===== src/rtl/ir_nec_decoder.sv =====
// NEC infrared frame decoder: edge-timed FSM recovering the 16-bit address and the
// data/inverse-data word, with a one-cycle strobe for each frame that passes the byte check.
module ir_nec_decoder #(
  parameter int CLK_HZ = 50_000_000
) (
  input  logic        Clk,
  input  logic        Rst_n,
  input  logic        iIR,
  output logic [15:0] irAddr,
  output logic [15:0] irData,
  output logic        Get_Flag
);

  function automatic longint us2cyc(input longint us);
    return (us * longint'(CLK_HZ)) / 64'd1_000_000;
  endfunction

  localparam int CNT_W = $clog2(us2cyc(10_000) + 1);
  typedef logic [CNT_W-1:0] cnt_t;

  localparam cnt_t LL_MIN  = cnt_t'(us2cyc(8_500));
  localparam cnt_t LL_MAX  = cnt_t'(us2cyc(9_500));
  localparam cnt_t LH_MIN  = cnt_t'(us2cyc(4_000));
  localparam cnt_t LH_MAX  = cnt_t'(us2cyc(5_000));
  localparam cnt_t SH_MIN  = cnt_t'(us2cyc(400));
  localparam cnt_t SH_MAX  = cnt_t'(us2cyc(700));
  localparam cnt_t B1_MIN  = cnt_t'(us2cyc(1_500));
  localparam cnt_t B1_MAX  = cnt_t'(us2cyc(1_900));
  localparam cnt_t FIN_TO  = cnt_t'(us2cyc(2_500));

  typedef enum logic [2:0] {
    IDLE, LEAD_LOW, LEAD_HIGH, BIT_LOW, BIT_HIGH, CHECK
  } state_t;

  state_t      state_q, state_d;
  logic [2:0]  sync_q, sync_d;
  cnt_t        cnt_q, cnt_d;
  logic [4:0]  bcnt_q, bcnt_d;
  logic [31:0] sreg_q, sreg_d;
  logic [15:0] addr_q, addr_d;
  logic [15:0] data_q, data_d;
  logic        flag_q, flag_d;

  logic rise, fall, edge_any;
  logic short_ok, one_ok, last_bit, fin_to, shift_en, shift_bit, accept;

  // sync_q[1] is the synchronized line, sync_q[2] its previous value
  assign rise     = sync_q[1] & ~sync_q[2];
  assign fall     = ~sync_q[1] & sync_q[2];
  assign edge_any = rise | fall;

  assign short_ok  = (cnt_q >= SH_MIN) && (cnt_q <= SH_MAX);
  assign one_ok    = (cnt_q >= B1_MIN) && (cnt_q <= B1_MAX);
  assign last_bit  = (bcnt_q == 5'd31);
  assign fin_to    = last_bit && !edge_any && (cnt_q >= FIN_TO);
  assign shift_en  = (state_q == BIT_HIGH) && ((fall && (short_ok || one_ok)) || fin_to);
  // Without a stop burst the last bit is forced to ~data[7], which sits at bit 24 after 31 shifts
  assign shift_bit = fall ? one_ok : ~sreg_q[24];
  assign accept    = (sreg_q[31:24] == ~sreg_q[23:16]);

  always_ff @(posedge Clk or negedge Rst_n) begin
    if (!Rst_n) begin
      state_q <= IDLE;
      sync_q  <= 3'b111;
      cnt_q   <= '0;
      bcnt_q  <= '0;
      sreg_q  <= '0;
      addr_q  <= '0;
      data_q  <= '0;
      flag_q  <= 1'b0;
    end else begin
      state_q <= state_d;
      sync_q  <= sync_d;
      cnt_q   <= cnt_d;
      bcnt_q  <= bcnt_d;
      sreg_q  <= sreg_d;
      addr_q  <= addr_d;
      data_q  <= data_d;
      flag_q  <= flag_d;
    end
  end

  always_comb begin
    state_d = state_q;
    unique case (state_q)
      IDLE:      if (fall) state_d = LEAD_LOW;
      LEAD_LOW: begin
        if (rise) state_d = (cnt_q >= LL_MIN && cnt_q <= LL_MAX) ? LEAD_HIGH : IDLE;
        else if (cnt_q > LL_MAX) state_d = IDLE;
      end
      LEAD_HIGH: begin
        if (fall) state_d = (cnt_q >= LH_MIN && cnt_q <= LH_MAX) ? BIT_LOW : IDLE;
        else if (cnt_q > LH_MAX) state_d = IDLE;
      end
      BIT_LOW: begin
        if (rise) state_d = short_ok ? BIT_HIGH : IDLE;
        else if (cnt_q > SH_MAX) state_d = IDLE;
      end
      BIT_HIGH: begin
        if (shift_en) state_d = last_bit ? CHECK : BIT_LOW;
        else if (fall) state_d = IDLE;
        else if (!last_bit && cnt_q > B1_MAX) state_d = IDLE;
      end
      CHECK:     state_d = IDLE;
      default:   state_d = IDLE;
    endcase
  end

  always_comb begin
    sync_d = {sync_q[1:0], iIR};
    cnt_d  = edge_any ? '0 : ((cnt_q == '1) ? cnt_q : cnt_q + 1'b1);
    bcnt_d = bcnt_q;
    sreg_d = sreg_q;
    addr_d = addr_q;
    data_d = data_q;
    flag_d = 1'b0;
    if (state_q == IDLE) begin
      bcnt_d = '0;
      sreg_d = '0;
    end
    if (shift_en) begin
      sreg_d = {shift_bit, sreg_q[31:1]};
      bcnt_d = bcnt_q + 5'd1;
    end
    if (state_q == CHECK && accept) begin
      addr_d = sreg_q[15:0];
      data_d = sreg_q[31:16];
      flag_d = 1'b1;
    end
  end

  assign irAddr   = addr_q;
  assign irData   = data_q;
  assign Get_Flag = flag_q;

endmodule


===== config.mk =====
export PLATFORM = sky130hd
export DESIGN_NAME = ir_nec_decoder
export DESIGN_NICKNAME = d
export VERILOG_FILES = /design/src/rtl/ir_nec_decoder.sv
export SDC_FILE = /design/constraint.sdc
export NUM_CORES = 1
export LEC_CHECK = 0
export CAP_MARGIN = 20
export CELL_PAD_IN_SITES_DETAIL_PLACEMENT = 1
export CELL_PAD_IN_SITES_GLOBAL_PLACEMENT = 1
export CORE_ASPECT_RATIO = 1.4
export CORE_MARGIN = 2
export CORE_UTILIZATION = 45
export CTS_CLUSTER_SIZE = 12
export DETAILED_ROUTE_END_ITERATION = 10
export PLACE_DENSITY_LB_ADDON = 0.12
export SETUP_SLACK_MARGIN = 0.4
export SYNTH_ARGS = -nofsm -noshare
export SYNTH_HDL_FRONTEND = slang
export SYNTH_SLANG_ARGS = --single-unit
export TNS_END_PERCENT = 5

===== constraint.sdc =====
create_clock -name Clk -period 2.9 [get_ports Clk]
set_input_delay 0.58 -clock Clk [delete_from_list [all_inputs] [get_ports Clk]]
set_output_delay 0.58 -clock Clk [all_outputs]
set_load 0.03 [all_outputs]

==> results.md <==
- The run finished with clean final reports.
- The commonest register cell after synthesis is sky130_fd_sc_hd__dfrtp_1.
- Counting the fill cells in the layout gives approximately 1.2k.
- The number of nets handed over by synthesis was ~500.
- The worst setup path is launched from a flip-flop.
- For the final routed database, the setup TNS stands at 0 ns.
- The number of buffers added to fix hold violations after cts is 0.
- The portion of synthesized area spent on multiplexers is under 10%.
- The first global-routing pass estimated a little under 20000 µm of wire.
- Setup repair after global routing could not meet its margin everywhere.
- The H-tree depth is 3.
- At the pin with the least slew margin, the transition time is between 0.6 and 0.7 ns.
- After clock tree synthesis, the clock-pin slew on the worst setup and hold paths is ~0.07 ns.
- The number of global-route vias before repair was 3771.
- The synthesized instance count is ~480.
- The global router's overall resource usage is a little over a fifth.
- The classification of the worst-slack hold path is input pin to async pin.
- The count of buffers added on input and output ports is 35.
- The area added between synthesis and finish is 19.37%.
- Along the worst path, the maximum fanout reaches 8.
- The worst clock skew on the final layout is 0.008727 ns.
- For this run, the number of Yosys warnings is 0.
- Dividing the detail-routed wire length by the instance count gives roughly 17 µm.
- The weighted congestion reported at the end of routability-driven placement is approximately 0.89.
- In this run, synthesis inferred 0 flip-flops with an integrated enable.
- Row generation in the floorplan step produced 44 rows.
- The worst setup margin is approximately 0.44 ns.
- Pin placement for this block handled 36 I/O pins.
- The repair_antennas step left the layout with diodes totalling 0.
- The number of antenna violations at the first check in global routing is 0.
- Entering global routing, the biggest net connects 57 pins.
- The post-synthesis adder-cell area fraction is 1.596%.
- The remaining design rule violation count is 0.
- Summing the areas of all compound-gate instances in the mapped netlist gives between 10% and 20% of the synthesized area.
- In this run the deepest clock path goes through 2 buffers.
- The post-synthesis instance area is around 4700 µm².
- The number of max-slew violations in the final report is 0.
- TritonCTS built the clock tree.
- The combinational family with the most area after synthesis is simple AND/OR/NAND/NOR gates.
- The total of max-cap violations is 0.
- The detail route stage leaves a number of antenna-violating nets equal to 0.
- The required time of the critical path is approximately 3.1 ns.
- From left edge to right edge, the die measures about 90 µm.
- The clock reaches the later pin of the worst-skew pair after 0.34 ns.
- At the placement stage, the worst setup path has a slack of between 0.2 and 0.3 ns.
- The chip height is between 100 and 150 µm.
- The HPWL after detailed placement is between 7000 and 8000 µm.
- The number of failing hold endpoints at the final stage is 0.
- After the last flow step, the layout net total stands at ~520.
- The total wire length is 11310 µm.
- The library cell contributing the largest single delay on the critical path is sky130_fd_sc_hd__or4b_4.
- The arrival time of data at the critical path endpoint is around 2.7 ns.
- The average instance in the mapped netlist occupies between 9 and 10 µm².
- The startpoint identified for the worst register-to-register timing path is cnt_q[17].
- Summed over all cells, the static leakage comes to around 0.0025 µW.
- The sequential fraction of the synthesis area is about half.
- The fraction of final layout cells with drive strength greater than 1 is ~17%.
- Based on the critical path, the design can be clocked at up to roughly 0.41 GHz.
- The floorplan step defined a die boundary enclosing ~11000 µm².
- The critical path capture point type is a flip-flop.
- The biggest cell delay along the critical path is 0.57 ns.
- The initial core utilization is 45.69%.
- The library cells used most frequently in the layout, excluding fill and tap cells, are sky130_fd_sc_hd__dfrtp_1 (87), sky130_fd_sc_hd__nand2_1 (86), sky130_fd_sc_hd__o21ai_0 (43), sky130_fd_sc_hd__clkdlybuf4s50_1 (34), sky130_fd_sc_hd__mux2_2 (33).
- The proportion of synthesized flip-flops having asynchronous set or reset is 100.0%.
- The first-iteration detailed-routing DRC count is approximately 180.
- The worst-case reg-to-reg path depth is 6.
- The worst register-to-register path ends at bcnt_q[2].
- The number of distinct library cell variants in the gate-level netlist after synthesis is 57.
- The worst slew slack as a fraction of its limit is between 50% and 60%.
- The synthesized netlist devotes slightly above 20% of its cell area to simple gates.
- Across the VDD grid, the largest voltage drop is ~330 µV.
- The first detailed-routing pass ran for 4 iterations.
- Detailed routing inserted a total of roughly 3.7k vias.
- For this design the ratio of total power to cell area is about 500 nW/µm².
- After synthesis the netlist holds a flip-flop and latch count of 95.
- In this run the clock root is driven by a sky130_fd_sc_hd__clkbuf_16.
- The number of CTS-inserted buffers is 9.
- The total overflow left after global routing is 0.
- The number of setup violations in the final report is 0.
- The worst path uses a little over four fifths of the clock period.
- Traced cell by cell, the critical path runs through or4_1 > o31a_1 > or4b_4 > nand3_4 > nor2b_2 > a221o_1.
- After Yosys synthesis, XOR and XNOR cells account for under 10% of the synthesized area.
- The most frequent standard cell in the layout excluding fill and tap cells is sky130_fd_sc_hd__dfrtp_1.
- Dividing the detail-routed via count by the number of cells gives 5.587.
- The setup slack of the worst register-to-register path is between 0.4 and 0.5 ns.
- Counting I/O delays and the setup requirement, the final critical path takes around 2.5 ns.
- The sink count of the clock tree is between 90 and 100.
- The critical setup path kind is flip-flop to flip-flop.
- The core area is approximately 10000 µm².
-- flip-flops by register name (all words and copies together) (netlist names) --
register and cells:
cnt_q 19, sync_q 3, state_q 3, irAddr 16, sreg_q 32, bcnt_q 5
irData 16, Get_Flag 1
-- metal layers --
layer	global-route usage [%]	vias to the layer above	share of wire, %
met4	8.869	0	2.3
li1	-	1735	-
met5	0	-	0
met3	2.651	19	2.3
met1	25.96	1855	41
met2	38.57	56	54
-- kinds of logic after synthesis --
kind of cell,Yosys count
compound gates,83
xor+xnor,21
fa+ha+maj,6
buf+inv,43
flops,95
mux,35
simple gates,196
-- critical path, delay by kind of cell (launching register included) --
family / cells / cell delay (ns)
simple gates: 4 / 1.28
compound gates: 2 / 0.63
flops: 1 / 0.43
-- final cells by class --
type,count,area (µm²),area share [%]
tap,138,172.7,3.076
multi-input combinational,341,2180,38.82
sequential,95,2387,42.52
clock inverter,6,67.56,1.203
inverter,11,41.29,0.7355
timing repair buffer,55,526.8,9.383
clock buffer,10,239.0,4.257
-- power breakdown --
| part | internal (µW) | switching, µW | leakage, µW |
|---|---|---|---|
| registers | 1340 | 22.8 | 0.00130 |
| clock network | 698 | 527 | 0.000151 |
| logic | 57.2 | 155 | 0.00106 |
-- timing repair --
item | in CTS | in global routing
pin swaps | 1 | 0
setup endpoints to repair | 38 | 51
resized for setup | 5 | 9
buffers inserted | 2 | 2
-- worst max-delay path by stage --
stage | slack, ns | end | cells after the start | start
2_1_floorplan | 0.41 | bcnt_q[2] | 8 | cnt_q[13]
3_3_place_gp | 0.34 | bcnt_q[2] | 6 | cnt_q[13]
3_5_place_dp | 0.28 | bcnt_q[2] | 6 | cnt_q[17]
4_1_cts | 0.41 | state_q[1] | 8 | cnt_q[16]
5_1_grt | 0.36 | bcnt_q[2] | 6 | cnt_q[17]
6_report | 0.44 | bcnt_q[2] | 6 | cnt_q[17]
-- synth_stat cells (all sizes together), types with 4 or more instances --
master  count  share of area [%]
dfrtp      92                 49
nand2      86                6.9
o21ai      43                4.6
mux2       33                7.9
nor2       25                2.0
clkbuf     24                1.9
and2       17                2.3
nand3      15                1.7
inv        11               0.88
xor2       11                2.0
xnor2      10                1.9
buf         8                1.1
nand4       8                1.1
nor4        7                1.1
ha          6                1.6
a21oi       5               0.53
a31oi       5               0.67
nor2b       5               0.72
nor3        5               0.53
or3         5               0.67
or4         4               0.64
-- through the flow --
step / util (%) / std cells / total power, µW / hold WS, ns / instance area [µm²]
3_5_place_dp: 50.81 / 636 / 1601 / 0.3490 / 5231
6_report: 54.53 / 656 / 2802 / 0.2141 / 5614
5_1_grt: 54.53 / 656 / 2931 / 0.2663 / 5614
3_3_place_gp: 50.81 / 636 / 1598 / 0.3463 / 5231
4_1_cts: 54.11 / 654 / 2835 / 0.2386 / 5570
2_1_floorplan: - / 479 / 1515 / 0.2844 / 4703
Power figures use the tool's default switching activity.
